--- src/rtl/ysyx_23060203_rd_arbiter_if.sv ---
// ---------------------------------------------------------------------------
// ysyx_23060203_rd_arbiter_if
//   AXI4 read-only channel bundle (AR + R) used between the read arbiter,
//   its two upstream masters and the shared downstream slave.
//
//   Signals:
//     arvalid/arready            read-address handshake
//     araddr/arlen/arsize/arburst read-address payload
//     rvalid/rready              read-data handshake
//     rdata/rresp/rlast          read-data payload
//
//   Modports:
//     master : the side that issues read requests (drives AR, rready)
//     slave  : the side that serves read requests (drives arready, R)
// ---------------------------------------------------------------------------
interface ysyx_23060203_rd_arbiter_if #(
  parameter int ADDR_W = 32,
  parameter int DATA_W = 32
);
  logic              arvalid;
  logic              arready;
  logic [ADDR_W-1:0] araddr;
  logic [7:0]        arlen;
  logic [2:0]        arsize;
  logic [1:0]        arburst;
  logic              rvalid;
  logic              rready;
  logic [DATA_W-1:0] rdata;
  logic [1:0]        rresp;
  logic              rlast;

  modport master (
    output arvalid, araddr, arlen, arsize, arburst, rready,
    input  arready, rvalid, rdata, rresp, rlast
  );

  modport slave (
    input  arvalid, araddr, arlen, arsize, arburst, rready,
    output arready, rvalid, rdata, rresp, rlast
  );
endinterface

--- src/rtl/ysyx_23060203_rd_arbiter.sv ---
// ---------------------------------------------------------------------------
// ysyx_23060203_rd_arbiter
//   Two-master, one-slave AXI4 read arbiter. Master 0 is the IFU/ICache,
//   master 1 is the LSU. One read transaction is outstanding at a time; ties
//   are broken round-robin, with master 1 winning the first tie after reset.
//
//   Ports:
//     clock  : single clock, all state on the rising edge
//     reset  : asynchronous, active-low reset
//     m0     : read channel from master 0 (arbiter acts as its slave)
//     m1     : read channel from master 1 (arbiter acts as its slave)
//     s      : read channel to the shared slave (arbiter acts as its master)
//
//   Sequence: IDLE picks a winner (one cycle), ADDR forwards the AR
//   handshake, DATA forwards beats until the rlast handshake, then IDLE.
// ---------------------------------------------------------------------------
module ysyx_23060203_rd_arbiter #(
  parameter int ADDR_W = 32,
  parameter int DATA_W = 32
) (
  input  logic                           clock,
  input  logic                           reset,
  ysyx_23060203_rd_arbiter_if.slave      m0,
  ysyx_23060203_rd_arbiter_if.slave      m1,
  ysyx_23060203_rd_arbiter_if.master     s
);

  localparam logic [1:0] IDLE = 2'd0;
  localparam logic [1:0] ADDR = 2'd1;
  localparam logic [1:0] DATA = 2'd2;

  // grant/last encoding: 0 = master 0, 1 = master 1
  logic [1:0]        state_reg,   state_next;
  logic              grant_reg,   grant_next;
  logic              last_reg,    last_next;

  // The forwarded AR channel is fully registered so that no master arvalid
  // or address reaches an output combinationally.
  logic              arvalid_reg, arvalid_next;
  logic [ADDR_W-1:0] araddr_reg,  araddr_next;
  logic [7:0]        arlen_reg,   arlen_next;
  logic [2:0]        arsize_reg,  arsize_next;
  logic [1:0]        arburst_reg, arburst_next;

  logic              in_addr;
  logic              in_data;
  logic              pick;
  logic              sel;
  logic              sel_arvalid;
  logic [ADDR_W-1:0] sel_araddr;
  logic [7:0]        sel_arlen;
  logic [2:0]        sel_arsize;
  logic [1:0]        sel_arburst;
  logic              g_rready;
  logic              ar_hs;
  logic              r_done;

  assign in_addr = (state_reg == ADDR);
  assign in_data = (state_reg == DATA);

  // Round-robin pick in IDLE: a lone requester wins; on a tie the master
  // that was not granted last wins (last_reg resets to 0, so m1 first).
  assign pick = m1.arvalid & (~m0.arvalid | ~last_reg);

  // In IDLE we sample the master about to be granted; afterwards we follow
  // the latched grant.
  assign sel = in_addr ? grant_reg : pick;

  always_comb begin
    sel_arvalid = m0.arvalid;
    sel_araddr  = m0.araddr;
    sel_arlen   = m0.arlen;
    sel_arsize  = m0.arsize;
    sel_arburst = m0.arburst;
    if (sel) begin
      sel_arvalid = m1.arvalid;
      sel_araddr  = m1.araddr;
      sel_arlen   = m1.arlen;
      sel_arsize  = m1.arsize;
      sel_arburst = m1.arburst;
    end
  end

  assign g_rready = grant_reg ? m1.rready : m0.rready;
  assign ar_hs    = in_addr & arvalid_reg & s.arready;
  assign r_done   = in_data & s.rvalid & g_rready & s.rlast;

  // -------------------------------------------------------------------------
  // Next-state logic
  // -------------------------------------------------------------------------
  always_comb begin
    state_next   = state_reg;
    grant_next   = grant_reg;
    last_next    = last_reg;
    arvalid_next = arvalid_reg;
    araddr_next  = araddr_reg;
    arlen_next   = arlen_reg;
    arsize_next  = arsize_reg;
    arburst_next = arburst_reg;

    case (state_reg)
      IDLE: begin
        arvalid_next = 1'b0;
        if (m0.arvalid | m1.arvalid) begin
          state_next   = ADDR;
          grant_next   = pick;
          arvalid_next = 1'b1;
          araddr_next  = sel_araddr;
          arlen_next   = sel_arlen;
          arsize_next  = sel_arsize;
          arburst_next = sel_arburst;
        end
      end

      ADDR: begin
        if (ar_hs) begin
          state_next   = DATA;
          arvalid_next = 1'b0;
        end else begin
          // A compliant master holds arvalid until the handshake. If it
          // withdraws the request anyway we stay here and stop presenting
          // the AR on the following cycle; re-asserting picks it up again.
          arvalid_next = sel_arvalid;
          if (sel_arvalid) begin
            araddr_next  = sel_araddr;
            arlen_next   = sel_arlen;
            arsize_next  = sel_arsize;
            arburst_next = sel_arburst;
          end
        end
      end

      DATA: begin
        // Only the rlast handshake ends the burst; error responses and
        // intermediate beats keep us here regardless of arlen.
        if (r_done) begin
          state_next = IDLE;
          last_next  = grant_reg;
        end
      end

      default: begin
        state_next   = IDLE;
        arvalid_next = 1'b0;
      end
    endcase
  end

  // -------------------------------------------------------------------------
  // State registers
  // -------------------------------------------------------------------------
  always_ff @(posedge clock or negedge reset) begin
    if (!reset) begin
      state_reg   <= IDLE;
      grant_reg   <= 1'b0;
      last_reg    <= 1'b0;
      arvalid_reg <= 1'b0;
      araddr_reg  <= '0;
      arlen_reg   <= '0;
      arsize_reg  <= '0;
      arburst_reg <= '0;
    end else begin
      state_reg   <= state_next;
      grant_reg   <= grant_next;
      last_reg    <= last_next;
      arvalid_reg <= arvalid_next;
      araddr_reg  <= araddr_next;
      arlen_reg   <= arlen_next;
      arsize_reg  <= arsize_next;
      arburst_reg <= arburst_next;
    end
  end

  // -------------------------------------------------------------------------
  // Slave-side outputs
  // -------------------------------------------------------------------------
  assign s.arvalid = arvalid_reg;
  assign s.araddr  = araddr_reg;
  assign s.arlen   = arlen_reg;
  assign s.arsize  = arsize_reg;
  assign s.arburst = arburst_reg;
  assign s.rready  = in_data & g_rready;

  // -------------------------------------------------------------------------
  // Master-side outputs. arready is qualified with the registered arvalid so
  // the master's handshake and the slave's handshake always coincide. Data
  // fields of the non-granted master are held at zero.
  // -------------------------------------------------------------------------
  assign m0.arready = in_addr & ~grant_reg & arvalid_reg & s.arready;
  assign m1.arready = in_addr &  grant_reg & arvalid_reg & s.arready;

  assign m0.rvalid  = in_data & ~grant_reg & s.rvalid;
  assign m1.rvalid  = in_data &  grant_reg & s.rvalid;

  assign m0.rdata   = (in_data & ~grant_reg) ? s.rdata : '0;
  assign m0.rresp   = (in_data & ~grant_reg) ? s.rresp : '0;
  assign m0.rlast   = in_data & ~grant_reg & s.rlast;

  assign m1.rdata   = (in_data &  grant_reg) ? s.rdata : '0;
  assign m1.rresp   = (in_data &  grant_reg) ? s.rresp : '0;
  assign m1.rlast   = in_data &  grant_reg & s.rlast;

endmodule

--- src/flat_wrapper.sv ---
// flat-port wrapper written by rule: the top's interface ports become plain ports
module ysyx_23060203_rd_arbiter_flat 
#(
  parameter int ADDR_W = 32,
  parameter int DATA_W = 32
)
  (clock, reset, m0_arvalid, m0_araddr, m0_arlen, m0_arsize, m0_arburst, m0_rready, m0_arready, m0_rvalid, m0_rdata, m0_rresp, m0_rlast, m1_arvalid, m1_araddr, m1_arlen, m1_arsize, m1_arburst, m1_rready, m1_arready, m1_rvalid, m1_rdata, m1_rresp, m1_rlast, s_arvalid, s_araddr, s_arlen, s_arsize, s_arburst, s_rready, s_arready, s_rvalid, s_rdata, s_rresp, s_rlast);
  ysyx_23060203_rd_arbiter_if #(.ADDR_W(ADDR_W), .DATA_W(DATA_W)) m0_i ();
  ysyx_23060203_rd_arbiter_if #(.ADDR_W(ADDR_W), .DATA_W(DATA_W)) m1_i ();
  ysyx_23060203_rd_arbiter_if #(.ADDR_W(ADDR_W), .DATA_W(DATA_W)) s_i ();
  input  logic clock;
  input  logic reset;
  input wire logic [$bits(m0_i.arvalid)-1:0] m0_arvalid;
  input wire logic [$bits(m0_i.araddr)-1:0] m0_araddr;
  input wire logic [$bits(m0_i.arlen)-1:0] m0_arlen;
  input wire logic [$bits(m0_i.arsize)-1:0] m0_arsize;
  input wire logic [$bits(m0_i.arburst)-1:0] m0_arburst;
  input wire logic [$bits(m0_i.rready)-1:0] m0_rready;
  output wire logic [$bits(m0_i.arready)-1:0] m0_arready;
  output wire logic [$bits(m0_i.rvalid)-1:0] m0_rvalid;
  output wire logic [$bits(m0_i.rdata)-1:0] m0_rdata;
  output wire logic [$bits(m0_i.rresp)-1:0] m0_rresp;
  output wire logic [$bits(m0_i.rlast)-1:0] m0_rlast;
  input wire logic [$bits(m1_i.arvalid)-1:0] m1_arvalid;
  input wire logic [$bits(m1_i.araddr)-1:0] m1_araddr;
  input wire logic [$bits(m1_i.arlen)-1:0] m1_arlen;
  input wire logic [$bits(m1_i.arsize)-1:0] m1_arsize;
  input wire logic [$bits(m1_i.arburst)-1:0] m1_arburst;
  input wire logic [$bits(m1_i.rready)-1:0] m1_rready;
  output wire logic [$bits(m1_i.arready)-1:0] m1_arready;
  output wire logic [$bits(m1_i.rvalid)-1:0] m1_rvalid;
  output wire logic [$bits(m1_i.rdata)-1:0] m1_rdata;
  output wire logic [$bits(m1_i.rresp)-1:0] m1_rresp;
  output wire logic [$bits(m1_i.rlast)-1:0] m1_rlast;
  output wire logic [$bits(s_i.arvalid)-1:0] s_arvalid;
  output wire logic [$bits(s_i.araddr)-1:0] s_araddr;
  output wire logic [$bits(s_i.arlen)-1:0] s_arlen;
  output wire logic [$bits(s_i.arsize)-1:0] s_arsize;
  output wire logic [$bits(s_i.arburst)-1:0] s_arburst;
  output wire logic [$bits(s_i.rready)-1:0] s_rready;
  input wire logic [$bits(s_i.arready)-1:0] s_arready;
  input wire logic [$bits(s_i.rvalid)-1:0] s_rvalid;
  input wire logic [$bits(s_i.rdata)-1:0] s_rdata;
  input wire logic [$bits(s_i.rresp)-1:0] s_rresp;
  input wire logic [$bits(s_i.rlast)-1:0] s_rlast;
  assign m0_i.arvalid = m0_arvalid;
  assign m0_i.araddr = m0_araddr;
  assign m0_i.arlen = m0_arlen;
  assign m0_i.arsize = m0_arsize;
  assign m0_i.arburst = m0_arburst;
  assign m0_i.rready = m0_rready;
  assign m0_arready = m0_i.arready;
  assign m0_rvalid = m0_i.rvalid;
  assign m0_rdata = m0_i.rdata;
  assign m0_rresp = m0_i.rresp;
  assign m0_rlast = m0_i.rlast;
  assign m1_i.arvalid = m1_arvalid;
  assign m1_i.araddr = m1_araddr;
  assign m1_i.arlen = m1_arlen;
  assign m1_i.arsize = m1_arsize;
  assign m1_i.arburst = m1_arburst;
  assign m1_i.rready = m1_rready;
  assign m1_arready = m1_i.arready;
  assign m1_rvalid = m1_i.rvalid;
  assign m1_rdata = m1_i.rdata;
  assign m1_rresp = m1_i.rresp;
  assign m1_rlast = m1_i.rlast;
  assign s_arvalid = s_i.arvalid;
  assign s_araddr = s_i.araddr;
  assign s_arlen = s_i.arlen;
  assign s_arsize = s_i.arsize;
  assign s_arburst = s_i.arburst;
  assign s_rready = s_i.rready;
  assign s_i.arready = s_arready;
  assign s_i.rvalid = s_rvalid;
  assign s_i.rdata = s_rdata;
  assign s_i.rresp = s_rresp;
  assign s_i.rlast = s_rlast;
  ysyx_23060203_rd_arbiter #(.ADDR_W(ADDR_W), .DATA_W(DATA_W)) u_core (.clock(clock), .reset(reset), .m0(m0_i), .m1(m1_i), .s(s_i));
endmodule
--- config.mk ---
export PLATFORM = sky130hd
export DESIGN_NAME = ysyx_23060203_rd_arbiter_flat
export DESIGN_NICKNAME = d
export VERILOG_FILES = /design/src/rtl/ysyx_23060203_rd_arbiter_if.sv /design/src/rtl/ysyx_23060203_rd_arbiter.sv /design/src/flat_wrapper.sv
export SDC_FILE = /design/constraint.sdc
export NUM_CORES = 1
export LEC_CHECK = 0
export CORE_ASPECT_RATIO = 0.8
export CORE_UTILIZATION = 37
export DETAILED_ROUTE_END_ITERATION = 10
export GPL_ROUTABILITY_DRIVEN = 0
export PLACE_DENSITY = 0.95
export SLEW_MARGIN = 10
export SYNTH_ARGS = -nofsm -noshare
export SYNTH_HDL_FRONTEND = slang
export SYNTH_SLANG_ARGS = --single-unit
export TNS_END_PERCENT = 1
--- constraint.sdc ---
create_clock -name clock -period 5.9 [get_ports clock]
set_clock_uncertainty 0.1 [all_clocks]
set_input_delay 0.59 -clock clock [delete_from_list [all_inputs] [get_ports clock]]
set_output_delay 0.59 -clock clock [all_outputs]
set_load 0.01 [all_outputs]
## Word level (Yosys, flattened, before mapping)

Cells that the tools add are included.

| storage, ports and cells | value |
|---|---|
| output and inout port bits | 121 |
| register bits | 50 |
| bits of input ports | 133 |

| operators by class | value |
|---|---|
| equal/unequal tests | 7 |
| bitwise gates (word level) | 24 |
| muxes and demuxes | 34 |
| reductions and logical operators | 6 |

Operators with widths:

| operator | count |
|---|---|
| $mux 32 | 6 |
| $pmux 32 s2 | 1 |
| $mux 8 | 4 |
| $and 1x1->1 | 19 |
| $mux 2 | 9 |
| $pmux 8 s2 | 1 |
| $mux 3 | 4 |
| $ne 2x2->1 const B | 4 |
| $pmux 2 s3 | 1 |
| $pmux 3 s2 | 1 |
| $mux 1 | 5 |
| $pmux 2 s2 | 1 |
| $reduce_and 2->1 | 2 |
| $reduce_and 4->1 | 1 |
| $not 1->1 | 3 |
| $pmux 1 s3 | 1 |
| $reduce_and 3->1 | 1 |
| $eq 2x1->1 const B | 1 |
| $eq 2x2->1 const B | 1 |
| $logic_not 2->1 | 1 |
| $ne 2x1->1 const B | 1 |
| $or 1x1->1 | 2 |
| $reduce_bool 2->1 | 1 |

## Depth between registers and ports, before layout

| logic depth | value |
|---|---|
| depth after elaboration | 8 |
| depth in mapped cells | 6 |

## Worst setup path before layout

Ideal clock, no wire load.

| path | value |
|---|---|
| kind | register -> output |
| start | register u_core.state_reg[0] |
| end | output m1_rdata[10] |
| data arrival time | 1.430 ns |
| required time | 5.210 ns |
| slack | 3.780 ns |
| stages on the path, launching flop included | 5 |
| cells stage by stage | dfrtp_1 > or2b_1 > nor2_1 > clkbuf_1 > and2_1 |

| between the ends | value |
|---|---|
| word-level cells in the longest chain between the ends | 3 |

Ends and longest elaborated chain:

| element | line | text |
|---|---|---|
| start, declared | ysyx_23060203_rd_arbiter.sv:33 | `logic [1:0] state_reg, state_next;` |
| start signal, assigned | ysyx_23060203_rd_arbiter.sv:163 | `state_reg <= state_next;` |
| $eq 2x2->1 | ysyx_23060203_rd_arbiter.sv:59 | `assign in_data = (state_reg == DATA);` |
| $and 1x1->1 | ysyx_23060203_rd_arbiter.sv:199 | `assign m1.rdata = (in_data & grant_reg) ? s.rdata : '0;` |
| $mux 32 | ysyx_23060203_rd_arbiter.sv:199 |  |
| end, declared | flat_wrapper.sv:32 | `output wire logic [$bits(m1_i.rdata)-1:0] m1_rdata;` |

Every way passes these cells.

## Final worst setup path

| path | value |
|---|---|
| start | register u_core.state_reg[0] |
| end | output m0_rresp[0] |

| between the ends | value |
|---|---|
| word-level cells in the longest chain between the ends | 3 |

Ends and longest elaborated chain:

| element | line | text |
|---|---|---|
| $eq 2x2->1 | ysyx_23060203_rd_arbiter.sv:59 |  |
| $and 1x1->1 | ysyx_23060203_rd_arbiter.sv:196 | `assign m0.rresp = (in_data & ~grant_reg) ? s.rresp : '0;` |
| $mux 2 | ysyx_23060203_rd_arbiter.sv:196 |  |
| end, declared | flat_wrapper.sv:22 | `output wire logic [$bits(m0_i.rresp)-1:0] m0_rresp;` |

Every way passes these cells.

==> metrics.txt <==
final setup violation count 0; number of I/O pins 254; dpl cell area 5910 sq um; launching element of the worst setup path u_core.state_reg[0]; leading cell type in the layout, fill and taps excluded sky130_fd_sc_hd__clkdlybuf4s50_1; aggregate negative setup slack 0 ns; CP cell instances or2b_1 > nor2_1 > buf_4 > and2_1 > clkdlybuf4s50_1; actual slew at the worst max-slew pin 1.10 ns; via density per instance 4.68; Synth Register Bits 50; die span in y 86.8 um; global-route wire length before repair 16900 um; DRC 0; number of antenna violations at the first check in global routing 0; nets 637; aggregate routed wire length 11200 um; row count 30; fraction of final layout cells sized beyond drive strength 1 0.214; post-CTS resize count 0; area growth from synthesis to layout 80.1%; horizontal die dimension 108 um; Max Clock Freq 300 MHz; maximum fanout along the worst path 26; Mapped Cells 254; Pleak 2.57 nW; power density normalized to cell area 419 nW/um^2; clock tree root buffer cell sky130_fd_sc_hd__clkbuf_8; GR Util All Layers 0.237; number of nets produced by synthesis 387; origin of the critical flop-to-flop path u_core.state_reg[1]; Max clock buf depth 2; Required @ worst endpoint 5.21 ns; PortBufs 253; Post-Syn Area 3330 sq um; number of buffers added by the clock tree synthesis step 5; core region area 8600 sq um; largest voltage drop on the vdd net 0.239 mV; final worst path period share 0.565; total chip power 2.51 mW; number of flip-flops under the largest register name 32; number of clock sinks 50; antenna cells 0; TritonCTS clock tree built; CP peak stage delay 0.58 ns; most frequent cells in the layout sky130_fd_sc_hd__clkdlybuf4s50_1 (252), sky130_fd_sc_hd__mux2_4 (77), sky130_fd_sc_hd__and2_1 (72), sky130_fd_sc_hd__dfrtp_1 (50), sky130_fd_sc_hd__mux2_2 (14); type of element capturing the critical path output port; floorplan die area 9380 sq um; post-CTS setup-driven buffer insertion count 0; final max-slew violation count 0; Starting Density 0.387; WL/cell 18.2 um; post-route antenna net violation count 0; pre-CTS setup slack 2.34 ns; maximum number of pins on one net before global-route repair 51; count of hold-fix buffers inserted at cts 0; detailed placement HPWL 8980 um; critical path launch point type flip-flop; vias after detailed routing 2884; Worst Hold Margin 0.204 ns; total of warnings raised by yosys 0; sequential area share after synthesis 0.376; drt first-iter violations 66; vias in the first global route 3252; worst endpoint data arrival time 2.64 ns; worst rel slew slack 0.248; result of the run finished, final reports clean; path category of the worst min-delay check primary input to asynchronous set/reset pin; minimum setup slack in the final design 2.57 ns; Clock Pin Slew Worst Setup and Hold Paths 0.10 ns; aggregate global routing overflow 0; synth unique cells 24; reg-to-reg setup timing slack 2.94 ns; CTS H-tree depth 2; Worst R2R Path Depth 5; final number of hold-violating endpoints 0; cell at the slowest stage of the critical path sky130_fd_sc_hd__clkdlybuf4s50_1; Clk Latency, worst-skew pair 0.30 ns; time the worst path needs with I/O delays and setup 3.33 ns; endpoint of the lowest-slack register-to-register path u_core.s.araddr[19]; Avg Cell Area, Syn 13.1 sq um; unrepaired setup endpoints after global routing no; summed area of non-filler cells in the final layout 5990 sq um; Fillers 609; max_cap viols 0; detailed-routing iteration count for the pre-antenna-repair pass 4; critical setup path kind flip-flop to output port
==> routing by layer <==
layer,track usage,vias to the layer above,part of all wire,wire length (um)
met5,0,-,0,0
li1,-,1358,-,-
met4,0.0672,0,0.019,208
met3,0.0579,12,0.067,748
met1,0.253,1390,0.37,4160
met2,0.458,124,0.54,6090
==> critical path: cells and delay by family, from the launching register on <==
kind                   cells  cell delay, ns
buffers and inverters      2            0.92
DFF                        1            0.50
and+or+nand+nor            3            0.93
==> synth_stat cells <==
cell                        n  area (sq um)
sky130_fd_sc_hd__a21boi_2   1          11.3
sky130_fd_sc_hd__nor3_1     3          15.0
sky130_fd_sc_hd__nor2_1     4          15.0
sky130_fd_sc_hd__mux2i_1    1          10.0
sky130_fd_sc_hd__a311oi_1   1          8.76
sky130_fd_sc_hd__buf_6      9           101
sky130_fd_sc_hd__mux2i_4    1          22.5
sky130_fd_sc_hd__a211oi_4   1          20.0
sky130_fd_sc_hd__nand2b_4   1          13.8
sky130_fd_sc_hd__nand2b_1   2          12.5
sky130_fd_sc_hd__and2_1    72           450
sky130_fd_sc_hd__inv_1      2          7.51
sky130_fd_sc_hd__mux2_2    14           158
sky130_fd_sc_hd__or2b_1     1          7.51
sky130_fd_sc_hd__o22ai_1    1          6.26
sky130_fd_sc_hd__o21ai_1    1          5.00
sky130_fd_sc_hd__and3_1     1          6.26
sky130_fd_sc_hd__mux2_4    77          1160
sky130_fd_sc_hd__dfrtp_1   50          1250
sky130_fd_sc_hd__a21oi_1    2          10.0
sky130_fd_sc_hd__o21bai_1   1          7.51
sky130_fd_sc_hd__clkbuf_1   6          22.5
sky130_fd_sc_hd__nand2_1    1          3.75
sky130_fd_sc_hd__a31oi_1    1          6.26
==> report_power, final <==
part           leakage (nW)  switching, mW  internal (mW)
Clock                0.0444          0.118         0.0824
Sequential            0.586          0.128          0.525
Combinational          1.94          0.596           1.06
==> worst max-delay path by stage <==
stage / to / slack, ns / cells past startpoint
4_1_cts: m0_rresp[0] / 2.56 / 5
5_1_grt: m0_rresp[0] / 2.38 / 5
6_report: m0_rresp[0] / 2.57 / 5
3_5_place_dp: u_core.s.araddr[19] / 2.34 / 6
2_1_floorplan: m1_rdata[10] / 3.78 / 4
3_3_place_gp: u_core.s.araddr[16] / 2.44 / 6
==> cells by family after synthesis <==
family,count (synthesis),share of synthesized area
AOI/OAI and AO/OA,9,0.0226
and+or+nand+nor,85,0.158
muxes,93,0.405
buffers and inverters,17,0.0395
DFF,50,0.376
==> stage by stage <==
stage               cells  utilization
floorplan             254            -
global placement      609        0.687
detailed placement    609        0.687
CTS                   616        0.697
global route          616        0.697
finish                616        0.697
==> final cells by class <==
| class | instances | area [sq um] | area share |
|---|---|---|---|
| multi-input cells | 187 | 1950 | 0.325 |
| inverters | 2 | 7.51 | 0.00125 |
| well taps | 112 | 140 | 0.0234 |
| clock inverters | 2 | 13.8 | 0.00230 |
| repair buffers | 258 | 2570 | 0.428 |
| clock buffers | 5 | 68.8 | 0.0115 |
| flip-flops and latches | 50 | 1250 | 0.209 |
(Power assumes the default switching activity.)
